==> src/rtl/pc_pkg.sv <==
// Shared types for the program-counter sequencer: redirect opcodes and the
// redirect request record carried through the resolution delay line.
package pc_pkg;

    typedef enum logic [1:0] {
        OP_JMP  = 2'b00,
        OP_BR   = 2'b01,
        OP_CALL = 2'b10,
        OP_RET  = 2'b11
    } redir_op_e;

    localparam int REQ_ADDR_W = 16;

    // Widest address supported; the top keeps its own PC_WIDTH-sized copy.
    typedef struct packed {
        logic                  valid;
        redir_op_e             op;
        logic [REQ_ADDR_W-1:0] addr;
    } redir_req_t;

endpackage

==> src/rtl/pc_return_stack.sv <==
// Hardware return-address LIFO. Push on full and pop on empty are ignored
// here; the caller reports them. Push and pop never occur together.
module pc_return_stack #(
    parameter int WIDTH = 8,
    parameter int DEPTH = 4
) (
    input  logic                         clk,
    input  logic                         rst_n,
    input  logic                         push,
    input  logic                         pop,
    input  logic [WIDTH-1:0]             push_data,
    output logic [WIDTH-1:0]             top_data,
    output logic                         full,
    output logic                         empty,
    output logic [$clog2(DEPTH+1)-1:0]   depth
);

    localparam int DW = $clog2(DEPTH + 1);
    localparam int AW = (DEPTH > 1) ? $clog2(DEPTH) : 1;

    logic [WIDTH-1:0] mem [DEPTH];

    assign full     = (depth == DW'(DEPTH));
    assign empty    = (depth == '0);
    assign top_data = mem[AW'(depth - 1'b1)];

    always_ff @(posedge clk or negedge rst_n) begin
        if (!rst_n) begin
            depth <= '0;
        end else if (push && !full) begin
            depth <= depth + 1'b1;
        end else if (pop && !empty) begin
            depth <= depth - 1'b1;
        end
    end

    // Entries are only meaningful below depth, so storage needs no reset.
    always_ff @(posedge clk) begin
        if (push && !full) begin
            mem[AW'(depth)] <= push_data;
        end
    end

endmodule

==> src/rtl/pc_sequencer.sv <==
// Program counter with delayed redirects (JMP/BR/CALL/RET), a one-entry
// pending slot for redirects that mature during a stall, and a return stack.
module pc_sequencer
    import pc_pkg::*;
#(
    parameter int                  PC_WIDTH     = 8,
    parameter logic [PC_WIDTH-1:0] RESET_VECTOR = '1,
    parameter int                  BRANCH_DELAY = 4,
    parameter int                  STACK_DEPTH  = 4
) (
    input  logic                               clka,
    input  logic                               restart_n,
    input  logic                               pc_en,
    input  logic                               flush,
    input  logic                               redir_valid,
    input  logic [1:0]                         redir_op,
    input  logic [PC_WIDTH-1:0]                redir_addr,
    output logic [PC_WIDTH-1:0]                pc_out,
    output logic                               redir_pending,
    output logic                               redir_lost,
    output logic [$clog2(STACK_DEPTH+1)-1:0]   stack_depth,
    output logic                               stack_err
);

    logic                mat_vld;
    redir_op_e           mat_op;
    logic [PC_WIDTH-1:0] mat_addr;

    logic                pend_vld, pend_vld_next;
    redir_op_e           pend_op, pend_op_next;
    logic [PC_WIDTH-1:0] pend_addr, pend_addr_next;

    logic                app_vld;
    redir_op_e           app_op;
    logic [PC_WIDTH-1:0] app_addr;

    logic [PC_WIDTH-1:0] pc_inc, pc_next, stk_top;
    logic                lost_next, err_set, push, pop, stk_full, stk_empty;

    // Resolution delay line: stage 0 always loads, later stages are cleared by flush.
    if (BRANCH_DELAY == 0) begin : g_bypass
        assign mat_vld  = redir_valid;
        assign mat_op   = redir_op_e'(redir_op);
        assign mat_addr = redir_addr;
    end else begin : g_line
        for (genvar g = 0; g < BRANCH_DELAY; g++) begin : g_stage
            logic                vld_p;
            redir_op_e           op_p;
            logic [PC_WIDTH-1:0] addr_p;
            if (g == 0) begin : g_head
                always_ff @(posedge clka or negedge restart_n) begin
                    if (!restart_n) vld_p <= 1'b0;
                    else            vld_p <= redir_valid;
                end
                always_ff @(posedge clka) begin
                    op_p   <= redir_op_e'(redir_op);
                    addr_p <= redir_addr;
                end
            end else begin : g_tail
                always_ff @(posedge clka or negedge restart_n) begin
                    if (!restart_n) vld_p <= 1'b0;
                    else            vld_p <= g_stage[g-1].vld_p && !flush;
                end
                always_ff @(posedge clka) begin
                    op_p   <= g_stage[g-1].op_p;
                    addr_p <= g_stage[g-1].addr_p;
                end
            end
        end
        assign mat_vld  = g_stage[BRANCH_DELAY-1].vld_p;
        assign mat_op   = g_stage[BRANCH_DELAY-1].op_p;
        assign mat_addr = g_stage[BRANCH_DELAY-1].addr_p;
    end

    // Pending slot and redirect selection; a flushed maturity is simply dropped.
    always_comb begin
        pend_vld_next  = pend_vld;
        pend_op_next   = pend_op;
        pend_addr_next = pend_addr;
        lost_next      = 1'b0;
        app_vld        = 1'b0;
        app_op         = OP_JMP;
        app_addr       = '0;
        if (flush) begin
            pend_vld_next = 1'b0;
        end else if (pc_en) begin
            if (pend_vld) begin
                app_vld        = 1'b1;
                app_op         = pend_op;
                app_addr       = pend_addr;
                pend_vld_next  = mat_vld;
                pend_op_next   = mat_op;
                pend_addr_next = mat_addr;
            end else if (mat_vld) begin
                app_vld  = 1'b1;
                app_op   = mat_op;
                app_addr = mat_addr;
            end
        end else if (mat_vld) begin
            pend_vld_next  = 1'b1;
            pend_op_next   = mat_op;
            pend_addr_next = mat_addr;
            lost_next      = pend_vld;
        end
    end

    // Next-PC mux and stack control.
    assign pc_inc = pc_out + 1'b1;

    always_comb begin
        pc_next = pc_out;
        push    = 1'b0;
        pop     = 1'b0;
        err_set = 1'b0;
        if (pc_en) begin
            pc_next = pc_inc;
            if (app_vld) begin
                case (app_op)
                    OP_JMP: pc_next = app_addr;
                    OP_BR:  pc_next = pc_out + app_addr;
                    OP_CALL: begin
                        push    = !stk_full;
                        err_set = stk_full;
                        pc_next = app_addr;
                    end
                    OP_RET: begin
                        if (stk_empty) begin
                            err_set = 1'b1;
                        end else begin
                            pop     = 1'b1;
                            pc_next = stk_top;
                        end
                    end
                    default: pc_next = pc_inc;
                endcase
            end
        end
    end

    pc_return_stack #(
        .WIDTH (PC_WIDTH),
        .DEPTH (STACK_DEPTH)
    ) u_stack (
        .clk       (clka),
        .rst_n     (restart_n),
        .push      (push),
        .pop       (pop),
        .push_data (pc_inc),
        .top_data  (stk_top),
        .full      (stk_full),
        .empty     (stk_empty),
        .depth     (stack_depth)
    );

    always_ff @(posedge clka or negedge restart_n) begin
        if (!restart_n) begin
            pc_out     <= RESET_VECTOR;
            pend_vld   <= 1'b0;
            redir_lost <= 1'b0;
            stack_err  <= 1'b0;
        end else begin
            pc_out     <= pc_next;
            pend_vld   <= pend_vld_next;
            redir_lost <= lost_next;
            stack_err  <= stack_err | err_set;
        end
    end

    always_ff @(posedge clka) begin
        pend_op   <= pend_op_next;
        pend_addr <= pend_addr_next;
    end

    assign redir_pending = pend_vld;

endmodule
==> config.mk <==
export PLATFORM = sky130hd
export DESIGN_NAME = pc_sequencer
export DESIGN_NICKNAME = d
export VERILOG_FILES = /design/src/rtl/pc_pkg.sv /design/src/rtl/pc_return_stack.sv /design/src/rtl/pc_sequencer.sv
export SDC_FILE = /design/constraint.sdc
export NUM_CORES = 1
export LEC_CHECK = 0
export BUFFER_PORTS_ARGS = -buffer_cell sky130_fd_sc_hd__buf_2
export CORE_UTILIZATION = 55
export DETAILED_ROUTE_END_ITERATION = 10
export PLACE_DENSITY = 0.74
export REMOVE_ABC_BUFFERS = 1
export SLEW_MARGIN = 20
export SYNTH_ARGS = -nofsm -noshare
export SYNTH_HDL_FRONTEND = slang
export SYNTH_SLANG_ARGS = --single-unit
==> constraint.sdc <==
create_clock -name clka -period 5.5 [get_ports clka]
set_input_delay 0.825 -clock clka [delete_from_list [all_inputs] [get_ports clka]]
set_output_delay 0.825 -clock clka [all_outputs]
set_load 0.05 [all_outputs]
Word level (Yosys, flattened, before mapping):

Memory sizes are Yosys's and may differ from the RTL's.
Index checks and enable logic that the tools add are counted.

* add/subtract/negate cells: 4
* equality and inequality tests: 5
* mux-type cells: 43
* bitwise gates (word level): 2
* reductions and logical operators: 15

Operator list (count)
* 2-to-1 mux 8 bit: 9
* case mux 8 bit (3 select lines): 1
* 2-to-1 mux 1 bit: 23
* 2-to-1 mux 2 bit: 7
* adder 8 x 1 -> 8 bit, second input constant: 1
* adder 8 bit: 1
* 2-to-1 mux 3 bit: 2
* logical AND 1 bit: 5
* equality test 2 bit, second input constant: 2
* nonzero test 2 bit: 2
* adder 3 x 1 -> 3 bit, second input constant: 1
* equality test 3 bit, second input constant: 1
* zero test 1 bit: 3
* zero test 3 bit: 1
* AND reduction 3 bit: 1
* nonzero test 3 bit: 1
* subtractor 3 x 1 -> 3 bit, second input constant: 1
* equality test 2 x 1 -> 1 bit, second input constant: 1
* zero test 2 bit: 1
* != test 2 x 1 -> 1 bit, second input constant: 1
* case mux 1 bit (2 select lines): 1
* OR reduction 2 bit: 1
* inverter 1 bit: 1
* OR 1 bit: 1

* register bits after elaboration: 68
* memory bits (writable): 32
* bits of input ports: 15
* output and inout port bits: 14
* memories kept: 1

Memory list
* u_stack.mem: depth 4, bits a word 8, read ports 1, clocked after memory_dff 0, write ports 1, RTL line pc_return_stack.sv:21 `logic [WIDTH-1:0] mem [DEPTH];`

Depth between registers and ports, before layout:

* word-level depth: 11
* mapped depth: 12
* gate-level depth less buffers: 11

By module:

Synthesis repeated with hierarchy kept, for this count alone.

* cell total of the unflattened synthesis: 304
* area, all modules: 4201.5 um^2

Modules (own cells, without submodules)
* pc_sequencer: instances 1, cells an instance 231, area each 2751.4 um^2, seq. area each 1486.4 um^2
* pc_return_stack: instances 1, cells an instance 73, area each 1450.1 um^2, seq. area each 1036.0 um^2

Worst setup path before layout:

OpenSTA, ideal clock, no wires.

* path kind: input port to flip-flop
* start: input flush
* end: register pc_out[7]
* library setup time: 0.083 ns
* arrival time: 2.805 ns
* required time: 5.417 ns
* slack: 2.611 ns
* stages: 9
* buffers on the path: 1
* path through: nand2b_1 -> buf_2 -> a21oi_1 -> ha_1 -> a21o_1 -> a2111oi_4 -> a21oi_2 -> mux2_4 -> o32a_1

* word-level cells in the longest chain between the ends: 5
* elaborated cells between the ends (all ways): 11

Ends and longest elaborated chain
* from (decl): RTL line pc_sequencer.sv:14 `input logic flush,`
* parallel branches: the longest is 4 deep, another holds adder 8 bit
* 2-to-1 mux 8 bit *: RTL line pc_sequencer.sv:117 `if (app_vld) begin`
* to (signal assigned): RTL line pc_sequencer.sv:162 `pc_out <= pc_next;`
* to (decl): RTL line pc_sequencer.sv:18 `output logic [PC_WIDTH-1:0] pc_out,`

Every way passes the cells marked *.
A chain may end at the register's enable or synchronous reset.

Final worst setup path:

* start: input pc_en
* end: register pc_out[2]

* word-level cells in the longest chain between the ends: 6
* elaborated cells between the ends (all ways): 14

Ends and longest elaborated chain
* from (decl): RTL line pc_sequencer.sv:13 `input logic pc_en,`
* parallel branches: the longest is 6 deep, another holds adder 8 bit

Parallel ways; which one is timed is not known.

==> impl_metrics.json <==
{
  "n_antenna_cell": 0,
  "dieWidth_um": 87.60,
  "clk_path_buf_depth": 2,
  "grt-ovfl-total": 0,
  "fillers": 527,
  "place_congestion": 0.9036,
  "slowest_delay_ns": 0.39,
  "hold_class": "flop to flop",
  "grt_antenna_before_repair": 0,
  "worstSetupStartpointType": "primary input",
  "cts_hold_buffers": 0,
  "synth_ff_type": "edfxtp_1",
  "status": "complete, no violations",
  "syn_area_per_cell_um2": 14.19,
  "min-delay-start": "g_line.g_stage[2].addr_p[2]$_DFF_P_",
  "regArea_um2": 2522,
  "path_cells": "buf_2 -> nand2b_1 -> nor2_1 -> ha_1 -> inv_1 -> fa_1 -> nand2b_1 -> a32o_1 -> a2111oi_2 -> a211oi_2",
  "required_ns": 5.79,
  "slew_violations": 0,
  "syn_area_um2": 4030,
  "fin_hold_ws_ns": 0.3333,
  "cts_tree": "built",
  "tightest_slew_ns": 0.8194,
  "ios": 29,
  "synth_sequential_area_ratio": 0.6259,
  "crit_slowest_cell": "fa_1",
  "ys_async_sr_fraction": 0.1800,
  "yosysTopAreaCellShare": 0.3129,
  "yosys-top-cells-area": "edfxtp_1 31%, dfxtp_1 20%, dfrtp_1 6.2%",
  "total_leakage_power_nw": 1.690,
  "drtIter0Drc": 208,
  "pwr-share-seq": 0.514,
  "crit_fanout": 21,
  "wirelength_mm": 7.313,
  "final_layout_size_suffix_gt1_frac": 0.2303,
  "grt_max_degree": 28,
  "sw_frac_of_total": 0.3384,
  "wl_per_cell_um": 17.71,
  "numCtsBuffers": 9,
  "post-cts-setup-buffers": 0,
  "grt_pass1_vias": 2431,
  "clock_latency_ns": 0.37,
  "fp.dieH_um": 87.60,
  "synthDistinctLibCells": 65,
  "setup-violations-final": 0,
  "hpwl_mm": 5.239,
  "fp-row-count": 30,
  "area_growth_pct": 9.904,
  "layout.nets": 341,
  "multi_input_area_um2": 1399,
  "clk_pin_slew_worst_paths_ns": 0.10,
  "finalCritPeriodShare": 0.5756,
  "design.die.area_um2": 7674,
  "worst_ep_arrival_time_ns": 3.46,
  "slew_headroom": 0.4517,
  "cpMostUsedCell": "nand2b_1",
  "synth_cells": 284,
  "htreeDepth": 3,
  "cts_sinks": 100,
  "p_sw_uw": 610.3,
  "synth_seq_cells": 100,
  "grt_usage": 0.2158,
  "initial_utilization": 0.5804,
  "p_int_mw": 1.193,
  "grt_pass1_wl_mm": 11.90,
  "drcViolationCount": 0,
  "design.core.area_um2": 6944,
  "crit_path_end_kind": "flop",
  "synth_edf_count": 42,
  "port-buffer-count": 28,
  "via_per_inst": 5.855,
  "power.density_nw_per_um2": 407.2,
  "ir_drop_uv": 259.8,
  "synth_top_area_cell": "edfxtp_1",
  "maxCapViolCount": 0,
  "regToRegStartpoint": "redir_pending$_DFFE_PN0P_",
  "power_frac_clock": 0.257,
  "ys_warn_count": 0,
  "rsz0062_at_grt": "no",
  "crit_type": "primary input to flop",
  "postRouteAntennaNets": 0,
  "cts_resized": 0,
  "synthTopCellsByCount": "42 x edfxtp_1, 40 x dfxtp_1, 15 x nor2_1",
  "skew_ns": 0.009642,
  "combinationalPowerShare": 0.229,
  "period_minus_slack_ns": 3.166,
  "yosysMostFrequentCell": "edfxtp_1",
  "startpoint": "pc_en",
  "hold_violations": 0,
  "final.setup.tns_ns": 0,
  "firstDrtPassIters": 4,
  "fin_util": 0.6378,
  "max_freq_mhz": 315.9,
  "cts_root_buf": "clkbuf_8",
  "vias": 2418
}
==> worst max-delay path: cells and delay by family <==
| kind | cells | cell delay, ns |
|---|---|---|
| AND/OR/NAND/NOR | 3 | 0.86 |
| buffers and inverters | 2 | 0.40 |
| AO/OA/AOI/OAI | 3 | 0.75 |
| adder cells (fa/ha/maj) | 2 | 0.61 |
==> path summary, 6_finish.rpt <==
| path | slack (ns) | endpoint | depth (start not counted) |
|---|---|---|---|
| max reg2reg | 2.40 | pc_out[7]$_DFFE_PN1P_ | 9 |
| min reg2reg | 0.33 | g_line.g_stage[3].addr_p[2]$_DFF_P_ | 0 |
| min | 0.33 | g_line.g_stage[3].addr_p[2]$_DFF_P_ | 0 |
| max | 2.33 | pc_out[2]$_DFFE_PN1P_ | 10 |
| max in group asynchronous | 4.77 | pc_out[2]$_DFFE_PN1P_ | 1 |
| min in group asynchronous | 0.39 | g_line.g_stage[1].vld_p$_DFF_PN0_ | 1 |
==> stage by stage <==
step / setup WS [ns] / power [mW] / cells / cell area [um2]
floorplan: 2.511 / 1.234 / 273 / 3951
global placement: 2.122 / 1.346 / 397 / 4212
detailed placement: 2.029 / 1.358 / 397 / 4212
CTS: 2.400 / 1.819 / 413 / 4429
global route: 2.143 / 1.888 / 413 / 4429
finish: 2.334 / 1.803 / 413 / 4429
==> cell usage in the layout (no fill, tap or decap), types with 8 or more instances in the layout <==
master / count
nor2_1: 15
inv_1: 8
buf_2: 28
dfxtp_1: 40
mux4_2: 8
clkbuf_8: 9
a21oi_1: 11
dfstp_2: 8
edfxtp_1: 42
dfrtp_1: 10
ha_1: 13
nand2_1: 9
==> logic make-up (layout without fill, tap and decap cells) <==
logic type / Yosys count / in the layout / synth area share
AO/OA/AOI/OAI: 60 / 60 / 0.1223
XOR/XNOR: 11 / 11 / 0.02391
adder cells (fa/ha/maj): 14 / 14 / 0.04533
buffers and inverters: 19 / 52 / 0.02701
flip-flops: 100 / 100 / 0.6259
multiplexers: 12 / 12 / 0.05588
AND/OR/NAND/NOR: 68 / 68 / 0.09966
==> cell type report <==
cell class,count,share of cell area
Inverter,8,0.006780
Multi-Input combinational cell,165,0.3158
Sequential cell,100,0.5695
Clock inverter,7,0.02119
Clock buffer,9,0.02797
Tap cell,96,0.02712
Timing Repair Buffer,28,0.03164
==> flip-flops by register name, indices dropped and copies added (netlist names) <==
name / count
g_line.g_stage.vld_p: 4
u_stack.depth: 3
pc_out: 8
redir_pending: 1
stack_err: 1
g_line.g_stage.op_p: 8
g_line.g_stage.addr_p: 32
pend_addr: 8
redir_lost: 1
pend_op: 2
u_stack.mem: 32
==> layer usage <==
metal  track usage  vias up  share of wire
met5             0        -              0
met4        0.1207        0          0.023
met3       0.04618       15          0.064
met2        0.3253       90           0.47
met1        0.2944     1178           0.44
li1              -     1135              -
==> power by group through the flow <==
stage	Combinational [mW]	Clock, mW	Sequential [mW]
after floorplan	0.222	0	1.01
after global placement	0.404	0	0.942
after detailed placement	0.413	0	0.945
after CTS	0.414	0.476	0.929
after global routing	0.445	0.504	0.939
final	0.413	0.463	0.927
Power figures use the tool's default switching activity.
